--- src/rtl/ysyx_24090018_lsu_pkg.sv ---
// Shared encodings for the load/store unit: funct3 access codes and FSM states.
package ysyx_24090018_lsu_pkg;

    localparam logic [2:0] F3_LB  = 3'b000;
    localparam logic [2:0] F3_LH  = 3'b001;
    localparam logic [2:0] F3_LW  = 3'b010;
    localparam logic [2:0] F3_LBU = 3'b100;
    localparam logic [2:0] F3_LHU = 3'b101;
    localparam logic [2:0] F3_SB  = 3'b000;
    localparam logic [2:0] F3_SH  = 3'b001;
    localparam logic [2:0] F3_SW  = 3'b010;

    // Access size as carried in funct3[1:0]; 2'b11 is treated as a word.
    localparam logic [1:0] SZ_BYTE = 2'b00;
    localparam logic [1:0] SZ_HALF = 2'b01;

    typedef enum logic [1:0] {
        S_IDLE = 2'd0,
        S_REQ  = 2'd1,
        S_WAIT = 2'd2,
        S_DONE = 2'd3
    } lsu_state_t;

endpackage

--- src/rtl/ysyx_24090018_load_ext.sv ---
// Combinational load alignment: picks the addressed byte/half lane and extends it.
module ysyx_24090018_load_ext
    import ysyx_24090018_lsu_pkg::*;
#(
    parameter int DATA_WIDTH = 32
) (
    input  logic [DATA_WIDTH-1:0] i_rdata,
    input  logic [1:0]            i_addr_lo,
    input  logic [2:0]            i_funct3,
    output logic [DATA_WIDTH-1:0] o_data
);

    logic [7:0]  w_byte;
    logic [15:0] w_half;

    always_comb begin
        w_byte = i_rdata[8*i_addr_lo +: 8];
        w_half = i_addr_lo[1] ? i_rdata[31:16] : i_rdata[15:0];
        case (i_funct3)
            F3_LB:   o_data = {{(DATA_WIDTH-8){w_byte[7]}}, w_byte};
            F3_LH:   o_data = {{(DATA_WIDTH-16){w_half[15]}}, w_half};
            F3_LBU:  o_data = {{(DATA_WIDTH-8){1'b0}}, w_byte};
            F3_LHU:  o_data = {{(DATA_WIDTH-16){1'b0}}, w_half};
            default: o_data = i_rdata;
        endcase
    end

endmodule

--- src/rtl/ysyx_24090018_lsu.sv ---
// Memory-access stage: one instruction at a time, single outstanding data-memory request,
// results held in an output register until writeback accepts them.
module ysyx_24090018_lsu
    import ysyx_24090018_lsu_pkg::*;
#(
    parameter int DATA_WIDTH = 32,
    parameter int ADDR_WIDTH = 32
) (
    input  logic                  clk,
    input  logic                  rst,
    input  logic                  in_valid_i,
    output logic                  in_ready_o,
    input  logic [DATA_WIDTH-1:0] alu_out_i,
    input  logic [DATA_WIDTH-1:0] store_data_i,
    input  logic                  mem_read_i,
    input  logic                  mem_write_i,
    input  logic [2:0]            funct3_i,
    input  logic                  RegWrite_i,
    input  logic                  Mem2Reg_i,
    input  logic [4:0]            rd_i,
    output logic                  req_valid_o,
    input  logic                  req_ready_i,
    output logic [ADDR_WIDTH-1:0] req_addr_o,
    output logic                  req_wen_o,
    output logic [DATA_WIDTH-1:0] req_wdata_o,
    output logic [3:0]            req_wstrb_o,
    input  logic                  rsp_valid_i,
    input  logic [DATA_WIDTH-1:0] rsp_rdata_i,
    output logic                  out_valid_o,
    input  logic                  out_ready_i,
    output logic [DATA_WIDTH-1:0] alu_out_o,
    output logic [DATA_WIDTH-1:0] mem_load_data_o,
    output logic                  RegWrite_o,
    output logic                  Mem2Reg_o,
    output logic [4:0]            rd_o,
    output logic                  misalign_o
);

    lsu_state_t            r_state;
    logic                  r_req_valid, r_req_wen, r_out_valid, r_is_load;
    logic [ADDR_WIDTH-1:0] r_req_addr;
    logic [DATA_WIDTH-1:0] r_req_wdata, r_alu_out, r_load_data;
    logic [3:0]            r_req_wstrb;
    logic [1:0]            r_addr_lo;
    logic [2:0]            r_funct3;
    logic                  r_regwrite, r_mem2reg, r_misalign;
    logic [4:0]            r_rd;

    logic                  w_mem_op, w_misalign;
    logic [1:0]            w_addr_lo, w_size;
    logic [3:0]            w_wstrb;
    logic [DATA_WIDTH-1:0] w_wdata, w_ext_data;

    assign w_mem_op  = mem_read_i | mem_write_i;
    assign w_addr_lo = alu_out_i[1:0];
    assign w_size    = funct3_i[1:0];

    // A store wins when both read and write are (illegally) set.
    always_comb begin
        w_wstrb    = 4'b0000;
        w_wdata    = '0;
        w_misalign = 1'b0;
        if (w_size == SZ_HALF) begin
            w_misalign = w_addr_lo[0];
        end else if (w_size != SZ_BYTE) begin
            w_misalign = (w_addr_lo != 2'b00);
        end
        w_misalign = w_misalign & w_mem_op;
        if (mem_write_i) begin
            case (w_size)
                SZ_BYTE: begin
                    w_wstrb = 4'b0001 << w_addr_lo;
                    w_wdata = {4{store_data_i[7:0]}};
                end
                SZ_HALF: begin
                    w_wstrb = 4'b0011 << w_addr_lo;
                    w_wdata = {2{store_data_i[15:0]}};
                end
                default: begin
                    w_wstrb = 4'b1111;
                    w_wdata = store_data_i;
                end
            endcase
        end
    end

    ysyx_24090018_load_ext #(.DATA_WIDTH(DATA_WIDTH)) u_load_ext (
        .i_rdata   (rsp_rdata_i),
        .i_addr_lo (r_addr_lo),
        .i_funct3  (r_funct3),
        .o_data    (w_ext_data)
    );

    always_ff @(posedge clk or posedge rst) begin
        if (rst) begin
            r_state     <= S_IDLE;
            r_req_valid <= 1'b0;
            r_req_wen   <= 1'b0;
            r_req_addr  <= '0;
            r_req_wdata <= '0;
            r_req_wstrb <= 4'b0000;
            r_out_valid <= 1'b0;
            r_is_load   <= 1'b0;
            r_addr_lo   <= 2'b00;
            r_funct3    <= 3'b000;
            r_alu_out   <= '0;
            r_load_data <= '0;
            r_regwrite  <= 1'b0;
            r_mem2reg   <= 1'b0;
            r_rd        <= 5'd0;
            r_misalign  <= 1'b0;
        end else begin
            case (r_state)
                S_IDLE: begin
                    if (in_valid_i) begin
                        r_alu_out   <= alu_out_i;
                        r_load_data <= '0;
                        r_regwrite  <= RegWrite_i & ~w_misalign;
                        r_mem2reg   <= Mem2Reg_i;
                        r_rd        <= rd_i;
                        r_misalign  <= w_misalign;
                        r_is_load   <= mem_read_i & ~mem_write_i;
                        r_addr_lo   <= w_addr_lo;
                        r_funct3    <= funct3_i;
                        r_req_addr  <= {alu_out_i[ADDR_WIDTH-1:2], 2'b00};
                        r_req_wen   <= mem_write_i;
                        r_req_wdata <= w_wdata;
                        r_req_wstrb <= w_wstrb;
                        if (!w_mem_op || w_misalign) begin
                            r_out_valid <= 1'b1;
                            r_state     <= S_DONE;
                        end else begin
                            r_req_valid <= 1'b1;
                            r_state     <= S_REQ;
                        end
                    end
                end
                S_REQ: begin
                    if (req_ready_i) begin
                        r_req_valid <= 1'b0;
                        r_state     <= S_WAIT;
                    end
                end
                S_WAIT: begin
                    if (rsp_valid_i) begin
                        if (r_is_load) begin
                            r_load_data <= w_ext_data;
                        end
                        r_out_valid <= 1'b1;
                        r_state     <= S_DONE;
                    end
                end
                default: begin
                    if (out_ready_i) begin
                        r_out_valid <= 1'b0;
                        r_state     <= S_IDLE;
                    end
                end
            endcase
        end
    end

    assign in_ready_o      = (r_state == S_IDLE);
    assign req_valid_o     = r_req_valid;
    assign req_addr_o      = r_req_addr;
    assign req_wen_o       = r_req_wen;
    assign req_wdata_o     = r_req_wdata;
    assign req_wstrb_o     = r_req_wstrb;
    assign out_valid_o     = r_out_valid;
    assign alu_out_o       = r_alu_out;
    assign mem_load_data_o = r_load_data;
    assign RegWrite_o      = r_regwrite;
    assign Mem2Reg_o       = r_mem2reg;
    assign rd_o            = r_rd;
    assign misalign_o      = r_misalign;

endmodule
--- config.mk ---
export PLATFORM = sky130hd
export DESIGN_NAME = ysyx_24090018_lsu
export DESIGN_NICKNAME = d
export VERILOG_FILES = /design/src/rtl/ysyx_24090018_lsu_pkg.sv /design/src/rtl/ysyx_24090018_load_ext.sv /design/src/rtl/ysyx_24090018_lsu.sv
export SDC_FILE = /design/constraint.sdc
export NUM_CORES = 1
export LEC_CHECK = 0
export BUFFER_PORTS_ARGS = -buffer_cell sky130_fd_sc_hd__buf_4
export CORE_MARGIN = 2
export CORE_UTILIZATION = 47
export CTS_CLUSTER_SIZE = 8
export DETAILED_ROUTE_END_ITERATION = 10
export PLACE_DENSITY = 0.83
export SLEW_MARGIN = 20
export SYNTH_ARGS = -nofsm -noshare
export SYNTH_HDL_FRONTEND = slang
export SYNTH_SLANG_ARGS = --single-unit
export TNS_END_PERCENT = 50
--- constraint.sdc ---
create_clock -name clk -period 4.6 [get_ports clk]
set_input_delay 0.92 -clock clk [delete_from_list [all_inputs] [get_ports clk]]
set_output_delay 0.92 -clock clk [all_outputs]
set_load 0.005 [all_outputs]
## Word level (Yosys, flattened, before mapping)

Cells that the tools add are included.

| word-level totals | value |
|---|---|
| bits in registers | 149 |
| input port bits | 114 |
| word-level logic and storage cells | 81 |
| bits in writable memories | 0 |
| memories | 0 |
| latch bits | 0 |
| memory bits (read-only) | 0 |

| operators by class | value |
|---|---|
| $mul | 0 |
| reduce and logical (&&, ||, !) cells | 16 |
| add/sub/neg operators | 0 |
| bitwise operators | 7 |
| muxes and demuxes | 27 |
| shift operators | 3 |
| order comparisons | 0 |
| equal/unequal tests | 12 |
| divide/modulo/power cells | 0 |

Operator list:

| operator | number |
|---|---|
| $mux W32 | 4 |
| $pmux W32 S2 | 2 |
| $pmux W32 S4 | 1 |
| $shiftx A32 B6 Y8 | 1 |
| $mux W16 | 1 |
| $reduce_and A4 Y1 | 3 |
| $mux W2 | 5 |
| $ne A2 B2 Y1 const B | 5 |
| $mux W1 | 9 |
| $pmux W4 S2 | 1 |
| $reduce_bool A2 Y1 | 4 |
| $eq A3 B3 Y1 const B | 2 |
| $pmux W2 S3 | 1 |
| $reduce_and A5 Y1 | 1 |
| $eq A2 B1 Y1 const B | 2 |
| $logic_not A2 Y1 | 2 |
| $mux W4 | 1 |
| $reduce_bool A4 Y1 | 1 |
| $shl A1 B2 Y4 const A | 1 |
| $shl A2 B2 Y4 const A | 1 |
| $and A1 B1 Y1 | 3 |
| $eq A3 B1 Y1 const B | 1 |
| $logic_not A3 Y1 | 1 |
| $not A1 Y1 | 3 |
| other kinds (9) | 9 |

## Logic depth before layout (Yosys ltp)

Gate-level depths: netlist (run 1).

| logic depth | value |
|---|---|
| depth in word-level cells | 8 |
| gate-level depth with buffers | 8 |
| mapped depth without buffers | 6 |

## Cells and area by module

Synthesis (run 1) repeated with hierarchy kept, for this count alone.

| second synthesis, totals | value |
|---|---|
| cell total of the unflattened synthesis | 611 |
| area total of the unflattened synthesis | 6,190.9 um^2 |

By module, submodules not included:

| module | times used | cells each | area an instance (um^2) |
|---|---|---|---|
| ysyx_24090018_lsu | 1 | 493 | 5,430.2 |
| ysyx_24090018_load_ext | 1 | 118 | 760.7 |

## Least setup slack after synthesis (run 1)

Ideal clock, no wire load.

| timing | value |
|---|---|
| kind | input-to-reg |
| from | in rsp_rdata_i[23] |
| to | reg r_load_data[19] (netlist: mem_load_data_o[19]) |
| stages on the path | 5 |
| data arrival time | 2,194 ps |
| required time | 4,534 ps |
| setup slack | 2,340 ps |
| cells stage by stage | or3b_1 > a22o_1 > a2111oi_4 > buf_6 > a221o_1 |

| between the ends | value |
|---|---|
| word-level cells in the longest chain between the ends | 5 |

RTL lines:

| what | RTL line | RTL |
|---|---|---|
| start, declared | ysyx_24090018_lsu.sv:28 | `input logic [DATA_WIDTH-1:0] rsp_rdata_i,` |
| $shiftx A32 B6 Y8 | ysyx_24090018_load_ext.sv:17 | `w_byte = i_rdata[8*i_addr_lo +: 8];` |
| $pmux W32 S4 | ysyx_24090018_load_ext.sv:19 | `case (i_funct3)` |
| $mux W32 | ysyx_24090018_lsu.sv:146 | `if (r_is_load) begin` |
| $mux W32 | ysyx_24090018_lsu.sv:145 | `if (rsp_valid_i) begin` |
| $pmux W32 S2 | ysyx_24090018_lsu.sv:113 | `case (r_state)` |
| end signal, assigned | ysyx_24090018_lsu.sv:147 | `r_load_data <= w_ext_data;` |
| end, declared | ysyx_24090018_lsu.sv:42 | `logic [DATA_WIDTH-1:0] r_req_wdata, r_alu_out, r_load_data;` |

Every way passes these cells. The select of a mux whose other input is x is not followed.
A chain may end at the register's enable or synchronous reset.

## Worst setup path in the final report (run 1)

| timing | value |
|---|---|
| from | reg r_state[1] |
| to | reg r_req_wdata[18] (netlist: req_wdata_o[18]) |

| between the ends | value |
|---|---|
| word-level cells in the longest chain between the ends | 2 |

RTL lines:

| what | RTL line | RTL |
|---|---|---|
| start, declared | ysyx_24090018_lsu.sv:39 | `lsu_state_t r_state;` |
| start signal, assigned | ysyx_24090018_lsu.sv:96 | `r_state <= S_IDLE;` |
| start signal, assigned | ysyx_24090018_lsu.sv:131 | `r_state <= S_DONE;` |
| start signal, assigned | ysyx_24090018_lsu.sv:134 | `r_state <= S_REQ;` |
| $logic_not A2 Y1 | ysyx_24090018_lsu.sv:113 |  |
| $reduce_and A2 Y1 (no line) | - |  |
| end signal, assigned | ysyx_24090018_lsu.sv:127 | `r_req_wdata <= w_wdata;` |
| end, declared | ysyx_24090018_lsu.sv:42 |  |

Every way passes these cells.

==> reports/results.txt, run 1 <==
Final HPWL DP: 12100 µm
Mapped cell area: 5620 µm²
Worst Hold End: req_wdata_o[27]
WP data arrival: 2.99 ns
Max Clk Rate: 0.374 GHz
Final Cycle Share: 58.1%
Final WL: 16900 µm
Worst skew pair latency: 0.41 ns
HP Start: req_wdata_o[27]
Slowest-stage cell, CP: and2_2
Critical path's top delay family: simple AND/OR/NAND/NOR gates
CTS HTree Levels: 4
Initial antenna violation count: 0
IO Port Bufs: 255
Util after Layout: 69.1%
Layout cell share with drive strength beyond 1: 46.6%
CTS tree: built
Max Cap Viol: 0
Hold-critical path depth: 2
Post-CTS Hold Buffers: 0
Largest net degree at the start of global routing: 70
Rel. slew slack: 28.2%
Final Wtd Congestion: 0.944
WS Path Type: flop to flop
RSZ-0062 raised after global routing: no
Critical-path maximum fanout: 44
Worst-Margin Slew: 1.08 ns
Startpoint types: flop
Endpoint class of the critical path: flop
Area occupied by registers: 2930 µm²
Pwr Density: 667 nW/µm²
Status: finished, final reports clean
Worst R2R End: req_wdata_o[18]
Antenna diodes: 0
Filler cells: 847
Residual DRC count: 0
Number of global-route vias before repair: 4920
Area Growth Syn to Fin: 42.2%
DRT iter0 DRCs: 425
Via count: 4889
Row cnt: 39
Root buffer cell: clkbuf_16
Synthesis Warnings: 0
Total CTS buffers: 17
Die Footprint: 12800 µm²
FF+latch count, synth: 117
Final Power: 0.00533 W
Post_cts resized: 0
Die width: 113 µm
Critical path's largest stage delay: 0.95 ns
Post-CTS Setup Repair Bufs: 0
Final setup viols: 0
CTS sink cnt: 117
Multi-input logic area: 2290 µm²
CP Data Required Time: 4.92 ns
Post-DR wirelength/cell: 19.2 µm
Register area share after synthesis: 52.1%
# IOs: 258
Distinct cells, synth: 47
First-pass GRT wire length: 26100 µm
LEAKAGE: 3.92 nW
Die height: 113 µm
Setup tns final: 0 ns
Cells after DPL: 849
Largest buffer count on any clock path: 2
Clk slew on worst S/H paths: 0.06 ns
Core ar.: 11600 µm²
Gr ovfl total: 0
Max-slew violations: 0
Post-synthesis cell count: 509
Final Hold Violating Endpoints: 0
Worst hold path type: flop to flop
Number of synthesized flops with an enable pin: 0
Buf/Inv on CP: 1
Synth Flop Type: dfrtp_1
Worst reg2reg setup slack: 1.93 ns
Peak supply drop: 0.367 mV
Cells on worst reg2reg path: 5
Total track usage: 26.2%
# nets final: 843
Layout Cells excl Fill: 881
First-pass DRT Iterations: 5
Vias/cell: 5.55
Routed Antenna Nets: 0
Clock skew: 0.00837 ns
Syn Area/Cell: 11.0 µm²
Starting Density: 48.6%
CP cell instances: inv_1 -> ha_1 -> and2_2 -> nand2_1 -> o21ai_0
R2R Path Start: r_state[1]
Crit path time final: 2.67 ns
Asr flop ratio synth: 100%
-- metrics by stage --
step,area [µm²],hold slack (ns),setup WS [ns]
after floorplan,5620,0.442,0.579
after global placement,7350,0.462,1.92
after detailed placement,7360,0.461,1.82
after CTS,7990,0.481,1.88
after global routing,7990,0.502,1.59
final,7990,0.481,1.93
-- cells in the final DEF, fill, tap and decap left out, types with 2 or more instances in the layout --
cell and count:
buf_4 258, dfrtp_1 117, o21ai_0 58, nand2_1 51
mux2_2 50, nor2b_1 27, a221o_1 17, clkbuf_16 17
nand2b_1 13, nor2_1 13, a22o_1 11, mux2i_1 9
and2_1 9, a21oi_1 8, a211oi_1 7, o31ai_1 7
a32o_1 7, inv_1 5, ha_1 4, bufinv_16 4
clkinv_2 4, and3_1 3, a2bb2oi_1 3, clkbuf_8 3
clkbuf_1 3, or3b_1 2, nor3_1 2, o22ai_1 2
a31oi_1 2, conb_1 2
-- power breakdown --
part / switching (W) / leakage [nW] / internal [W] / total, W
combinational: 0.000896 / 2.12 / 0.00119 / 0.00208
clock: 0.000460 / 0.311 / 0.000947 / 0.00141
sequential: 0.000385 / 1.49 / 0.00146 / 0.00184
-- synth_stat cells, drive strengths merged (2+ instances only) --
library cell    n  area (µm²)
a22o           11        96.3
nand2b         13        81.3
mux2           50         563
o22ai           2        12.5
a2111oi         2        36.3
ha              4        50.1
o31ai           7        52.6
a21oi           8        40.0
nor2b          27         169
a221o          17         170
clkbuf         20        75.1
a31oi           2        12.5
nor2           13        48.8
o21ai          59         295
a211oi          7        52.6
nand2          51         191
nor3            2        10.0
and2           11        68.8
dfrtp         117        2930
buf            41         303
mux2i           9        90.1
inv             6        22.5
a2bb2oi         3        26.3
a32o            7        70.1
or3b            2        17.5
and3            3        18.8
-- routing by layer --
layer	share of wire, %	global-route usage [%]	vias to the layer above
met4	2.0	10.4	0
met2	51	44.1	269
met1	38	30.8	2366
met3	9.1	9.00	27
li1	-	-	2227
met5	0	0	-
-- final cells by class --
class | instances | share of cell area (%)
Clock buffer | 23 | 5.98
Clock inverter | 9 | 1.86
Sequential cell | 117 | 36.6
Tap cell | 143 | 2.24
Inverter | 7 | 0.360
Timing Repair Buffer | 258 | 24.2
Multi-Input combinational cell | 324 | 28.7
-- worst min-delay path, cell delays in order (launching register included) --
cell and delay [ns]:
dfrtp_1 0.34, nand2_1 0.04, o21ai_0 0.06
-- kinds of logic after synthesis --
group,synth area share [%]
AND/OR/NAND/NOR,11.6
adder cells (fa/ha/maj),0.891
flip-flops,52.1
buffers and inverters,7.42
AO/OA/AOI/OAI,16.3
other,0.0668
multiplexers,11.6
-- registers in the layout, indices dropped and copies added, names as in the netlist --
| signal | cells |
|---|---|
| req_wdata_o | 32 |
| mem_load_data_o | 32 |
| r_is_load | 1 |
| req_wstrb_o | 4 |
| r_state | 2 |
| req_valid_o | 1 |
| Mem2Reg_o | 1 |
| rd_o | 5 |
| r_funct3 | 3 |
| req_wen_o | 1 |
| RegWrite_o | 1 |
| alu_out_o | 32 |
| misalign_o | 1 |
| out_valid_o | 1 |
-- worst max path at each step --
stage / slack, ns / endpoint / cells past startpoint / from
global route: 1.59 / req_wdata_o[21] / 5 / r_state[0]
finish: 1.93 / req_wdata_o[18] / 5 / r_state[1]
detailed placement: 1.82 / mem_load_data_o[17] / 5 / rsp_rdata_i[23]
CTS: 1.88 / req_wdata_o[18] / 5 / r_state[0]
floorplan: 0.58 / Mem2Reg_o / 1 / rst
global placement: 1.92 / mem_load_data_o[19] / 5 / rsp_rdata_i[23]
No activity file was read; power rests on OpenSTA's default activity.
==> run 2, diff against run 1 <==
ABC_AREA = 1   (was unset)
CORE_UTILIZATION = 48   (was 47)
PLACE_DENSITY = 0.84   (was 0.83)
clock period = 2.65 ns   (was 4.6 ns; I/O delays follow)
==> reports/results.txt, run 2 <==
DRT iter0 DRCs: 445
Highest-count cells in the layout ignoring fill and taps: nand2_1, buf_4, dfrtp_1
First-pass DRT Iterations: 5
CTS HTree Levels: 4
Synth top area share: 50.9%
Routed Antenna Nets: 0
Endpoint class of the critical path: flop
Post-synthesis cell count: 745
Number of synthesized flops with an enable pin: 0
Total track usage: 26.8%
CTS tree: built
Final worst setup slack: 0.577 ns
Area leader, netlist: dfrtp_1
Final Cycle Share: 78.2%
Final Wtd Congestion: 0.892
Final WL: 17300 µm
Synth Flop Type: dfrtp_1
LEAKAGE: 4.70 nW
FF+latch count, synth: 117
Setup tns final: 0 ns
Multi-input logic area: 2240 µm²
Most used standard cell by instance count after synthesis: nand2_1
Antenna diodes: 0
Layout cell share with drive strength beyond 1: 31.5%
Worst hold path type: input pin to async pin
Final setup viols: 0
Critical-path maximum fanout: 19
Die height: 114 µm
Cells after DPL: 1088
Most common cell after layout, fill and taps aside: nand2_1
CP Data Required Time: 2.97 ns
Util after Layout: 70.4%
Post-DR wirelength/cell: 15.5 µm
Total CTS buffers: 17
Worst skew pair latency: 0.41 ns
Clock skew: 0.00729 ns
# nets final: 1082
First-pass GRT wire length: 27100 µm
Final Hold Violating Endpoints: 0
Distinct cells, synth: 29
Worst-Margin Slew: 0.641 ns
Initial antenna violation count: 0
Post_cts resized: 0
Post-CTS Setup Repair Bufs: 0
Final Power: 0.00916 W
IO Port Bufs: 255
Die width: 114 µm
Crit path time final: 2.07 ns
Core ar.: 11600 µm²
Peak supply drop: 0.640 mV
Via count: 5644
Number of global-route vias before repair: 5460
Register area share after synthesis: 50.9%
RSZ-0062 raised after global routing: no
Largest buffer count on any clock path: 2
Gr ovfl total: 0
Status: finished, final reports clean
Vias/cell: 5.05
Max Cap Viol: 0
Max-slew violations: 0
Pre-CTS setup slack: 0.599 ns
# IOs: 258
Filler cells: 896
WS Path Type: flop to flop
Final HPWL DP: 12500 µm
WP data arrival: 2.39 ns
Root buffer cell: clkbuf_16
Pwr Density: 1130 nW/µm²
CTS sink cnt: 117
Area occupied by registers: 2930 µm²
Largest net degree at the start of global routing: 106
Rel. slew slack: 57.3%
Asr flop ratio synth: 100%
Clk slew on worst S/H paths: 0.05 ns
Startpoint types: flop
Row cnt: 39
Area contributors post-synth: dfrtp_1, nand2_1, buf_4
Residual DRC count: 0
Starting Density: 49.8%
Die Footprint: 12900 µm²
Layout Cells excl Fill: 1118
Syn Area/Cell: 7.73 µm²
Max Clk Rate: 0.482 GHz
Post-CTS Hold Buffers: 0
Most frequent cells after synthesis: nand2_1, dfrtp_1, inv_1, nor2_1, o21ai_0
Cells on worst reg2reg path: 6
Mapped cell area: 5760 µm²
Area Growth Syn to Fin: 41.4%
Synthesis Warnings: 0
-- run 2: cell count changes after synthesis, sizes merged, moves of 13 or more --
| cell | before | now |
|---|---|---|
| a221o | 17 | 0 |
| nand2b | 13 | 0 |
| inv | 6 | 52 |
| clkbuf | 20 | 7 |
| a21oi | 8 | 21 |
| o211ai | 0 | 16 |
| nor2b | 27 | 0 |
| nand2 | 51 | 339 |
| mux2 | 50 | 0 |
| nor2 | 13 | 51 |
| buf | 41 | 55 |
-- run 2: per-layer routing --
| layer | GRT usage, % | up-vias | share of wire (%) | wire length (µm) |
|---|---|---|---|---|
| li1 | - | 2727 | - | - |
| met1 | 33.0 | 2627 | 40 | 6910 |
| met2 | 44.9 | 260 | 49 | 8520 |
| met3 | 7.92 | 30 | 8.5 | 1470 |
| met4 | 10.2 | 0 | 2.3 | 392 |
| met5 | 0 | - | 0 | 0 |
-- run 2: final timing paths --
path | start | end | slack, ns
max in group asynchronous | rst | mem_load_data_o[28] | 1.71
worst max-delay path | r_state[0] | req_wdata_o[20] | 0.58
worst max register to register | r_state[0] | req_wdata_o[20] | 0.58
min in group clk | alu_out_i[2] | alu_out_o[2] | 0.31
worst min register to register | out_valid_o | out_valid_o | 0.48
worst min-delay path | rst | mem_load_data_o[9] | 0.09
-- run 2: final cells by class --
type / count / share of cell area, %
flip-flops and latches: 117 / 36.0
multi-input cells: 514 / 27.5
repair buffers: 261 / 24.4
clock buffers: 21 / 5.90
inverters: 53 / 2.49
well taps: 143 / 2.20
clock inverters: 9 / 1.55
-- run 2: critical path, cell delays in order (launching register included) --
cell and delay [ns]:
dfrtp_1 0.40, inv_1 0.11, ha_1 0.32, nand2_2 0.27
nor2_4 0.42, inv_2 0.24, o21ai_0 0.22
-- run 2: metrics by stage --
step           hold WS, ns  cell area, µm²
2_1_floorplan        0.453            5760
3_3_place_gp         0.464            7530
3_5_place_dp         0.463            7530
4_1_cts             0.0893            8140
5_1_grt              0.101            8140
6_report            0.0910            8140
-- run 2: kinds of logic (layout without fill, tap and decap cells) --
kind of cell / count (synthesis) / in the layout / synth area share (%)
adders and majority gates: 4 / 4 / 0.870
DFF: 117 / 117 / 50.9
AOI/OAI and AO/OA: 99 / 99 / 9.76
and+or+nand+nor: 409 / 409 / 28.1
buffers and inverters: 115 / 344 / 10.3
other: 1 / 2 / 0.0652
-- run 2: report_power, final --
group,internal (W),total (W),switching [W]
sequential,0.00249,0.00305,0.000557
combinational,0.00179,0.00375,0.00196
clock,0.00156,0.00236,0.000797
total,0.00585,0.00916,0.00331
==> run 3, diff against run 2 <==
ABC_AREA = 0   (was 1)
CORE_UTILIZATION = 47   (was 48)
PLACE_DENSITY = 0.83   (was 0.84)
clock period = 2 ns   (was 2.65 ns; I/O delays follow)
==> reports/results.txt, run 3 (synthesis results as in run 1) <==
Die Footprint: 12800 µm²
Status: finished, final reports clean
Final setup viols: 0
Core ar.: 11600 µm²
CTS sink cnt: 117
Worst-Margin Slew: 0.848 ns
Pre-CTS setup slack: 0.00476 ns
Clk slew on worst S/H paths: 0.05 ns
IO Port Bufs: 255
Highest-count cells in the layout ignoring fill and taps: buf_4, dfrtp_1, o21ai_0
WP data arrival: 2.23 ns
Worst skew pair latency: 0.41 ns
Post-CTS Setup Repair Bufs: 0
Final Wtd Congestion: 0.870
Final worst setup slack: 0.110 ns
R2R Path Start: r_state[0]
Crit path time final: 1.89 ns
Row cnt: 39
CP cell instances: inv_1 -> ha_2 -> buf_4 -> nor2b_1 -> o21ai_4 -> a221o_1
Root buffer cell: clkbuf_16
Cells on worst reg2reg path: 6
Initial antenna violation count: 0
Slowest-stage cell, CP: o21ai_4
Max Cap Viol: 0
Max-slew violations: 0
Setup tns final: 0 ns
RSZ-0062 raised after global routing: yes
First-pass DRT Iterations: 5
Most common cell after layout, fill and taps aside: buf_4
Endpoint class of the critical path: flop
CTS HTree Levels: 4
DRT iter0 DRCs: 381
Critical path's largest stage delay: 0.69 ns
Antenna diodes: 0
Residual DRC count: 0
CTS tree: built
Final Cycle Share: 94.5%
Starting Density: 48.6%
Via count: 4960
# nets final: 859
Design area: 8180 µm²
# IOs: 258
Pwr Density: 1510 nW/µm²
LEAKAGE: 4.01 nW
Final HPWL DP: 11800 µm
Critical-path maximum fanout: 32
Placed Area: 7530 µm²
Worst hold path type: input pin to async pin
Largest buffer count on any clock path: 2
Worst reg2reg setup slack: 0.11 ns
Gr ovfl total: 0
First-pass GRT wire length: 25800 µm
Total CTS buffers: 17
Die height: 113 µm
Buf/Inv on CP: 2
Worst R2R End: mem_load_data_o[26]
Startpoint types: flop
Final Hold Violating Endpoints: 0
WS Path Type: flop to flop
Vias/cell: 5.54
Rel. slew slack: 43.2%
CP Data Required Time: 2.34 ns
Die width: 113 µm
Peak supply drop: 1.04 mV
Layout cell share with drive strength beyond 1: 48.5%
Post-DR wirelength/cell: 18.5 µm
Max Clk Rate: 0.529 GHz
Critical path's top delay family: compound AO/OA/AOI/OAI gates
Number of global-route vias before repair: 5117
Total track usage: 25.7%
Final WL: 16600 µm
Routed Antenna Nets: 0
Clock skew: 0.00899 ns
Area Growth Syn to Fin: 45.6%
Largest net degree at the start of global routing: 65
==> run 3: per-stage QoR <==
step	std cells	utilization (%)	power (W)	hold slack, ns
3_5_place_dp	864	65.1	0.00921	0.470
4_1_cts	895	70.4	0.0124	0.102
3_3_place_gp	864	65.0	0.00899	0.462
6_report	896	70.7	0.0124	0.0929
5_1_grt	896	70.7	0.0131	0.118
2_1_floorplan	510	-	0.00670	0.442
==> run 3: cell type report <==
class,count,area (µm²)
Fill cell,810,3380
Sequential cell,117,2930
Multi-Input combinational cell,324,2310
Timing Repair Buffer,274,2130
Clock buffer,23,488
Tap cell,143,179
Clock inverter,8,123
Inverter,7,30.0
==> run 3: worst max-delay path by stage <==
stage	from	to	slack (ns)	cells past startpoint
after floorplan	r_state[0]	alu_out_o[10]	0.08	6
after global placement	r_state[0]	mem_load_data_o[16]	-0.13	5
after detailed placement	r_state[1]	mem_load_data_o[26]	0.005	6
after CTS	r_state[1]	alu_out_o[11]	0.01	6
after global routing	r_state[0]	mem_load_data_o[2]	-0.03	7
final	r_state[0]	mem_load_data_o[26]	0.11	6
==> run 3: timing repair <==
item | CTS | global route
hold buffers | 0 | 0
cloned | 0 | 1
gates resized for setup | 2 | 6
pin swaps | 0 | 2
setup endpoints to repair | 18 | 60
==> run 3: power by group <==
| part | leakage, nW | internal [W] | switching, W |
|---|---|---|---|
| logic | 2.22 | 0.00294 | 0.00225 |
| clock network | 0.303 | 0.00208 | 0.00103 |
| registers | 1.49 | 0.00336 | 0.000730 |
==> run 3: metal layers <==
metal  share of wire [%]  wire length [µm]  global-route usage, %  vias to the layer above
met5                   0                 0                      0                        -
li1                    -                 -                      -                     2266
met1                  38              6350                   29.4                     2385
met4                 2.7               442                   10.9                        0
met3                 9.8              1630                   10.1                       38
met2                  49              8140                   43.1                      271
==> run 3: worst reg2reg max path: stages, from the launching register on <==
cell and delay [ns]:
dfrtp_1 0.38, inv_1 0.08, ha_2 0.18, buf_4 0.13, nor2b_1 0.07, o21ai_4 0.69, a221o_1 0.29
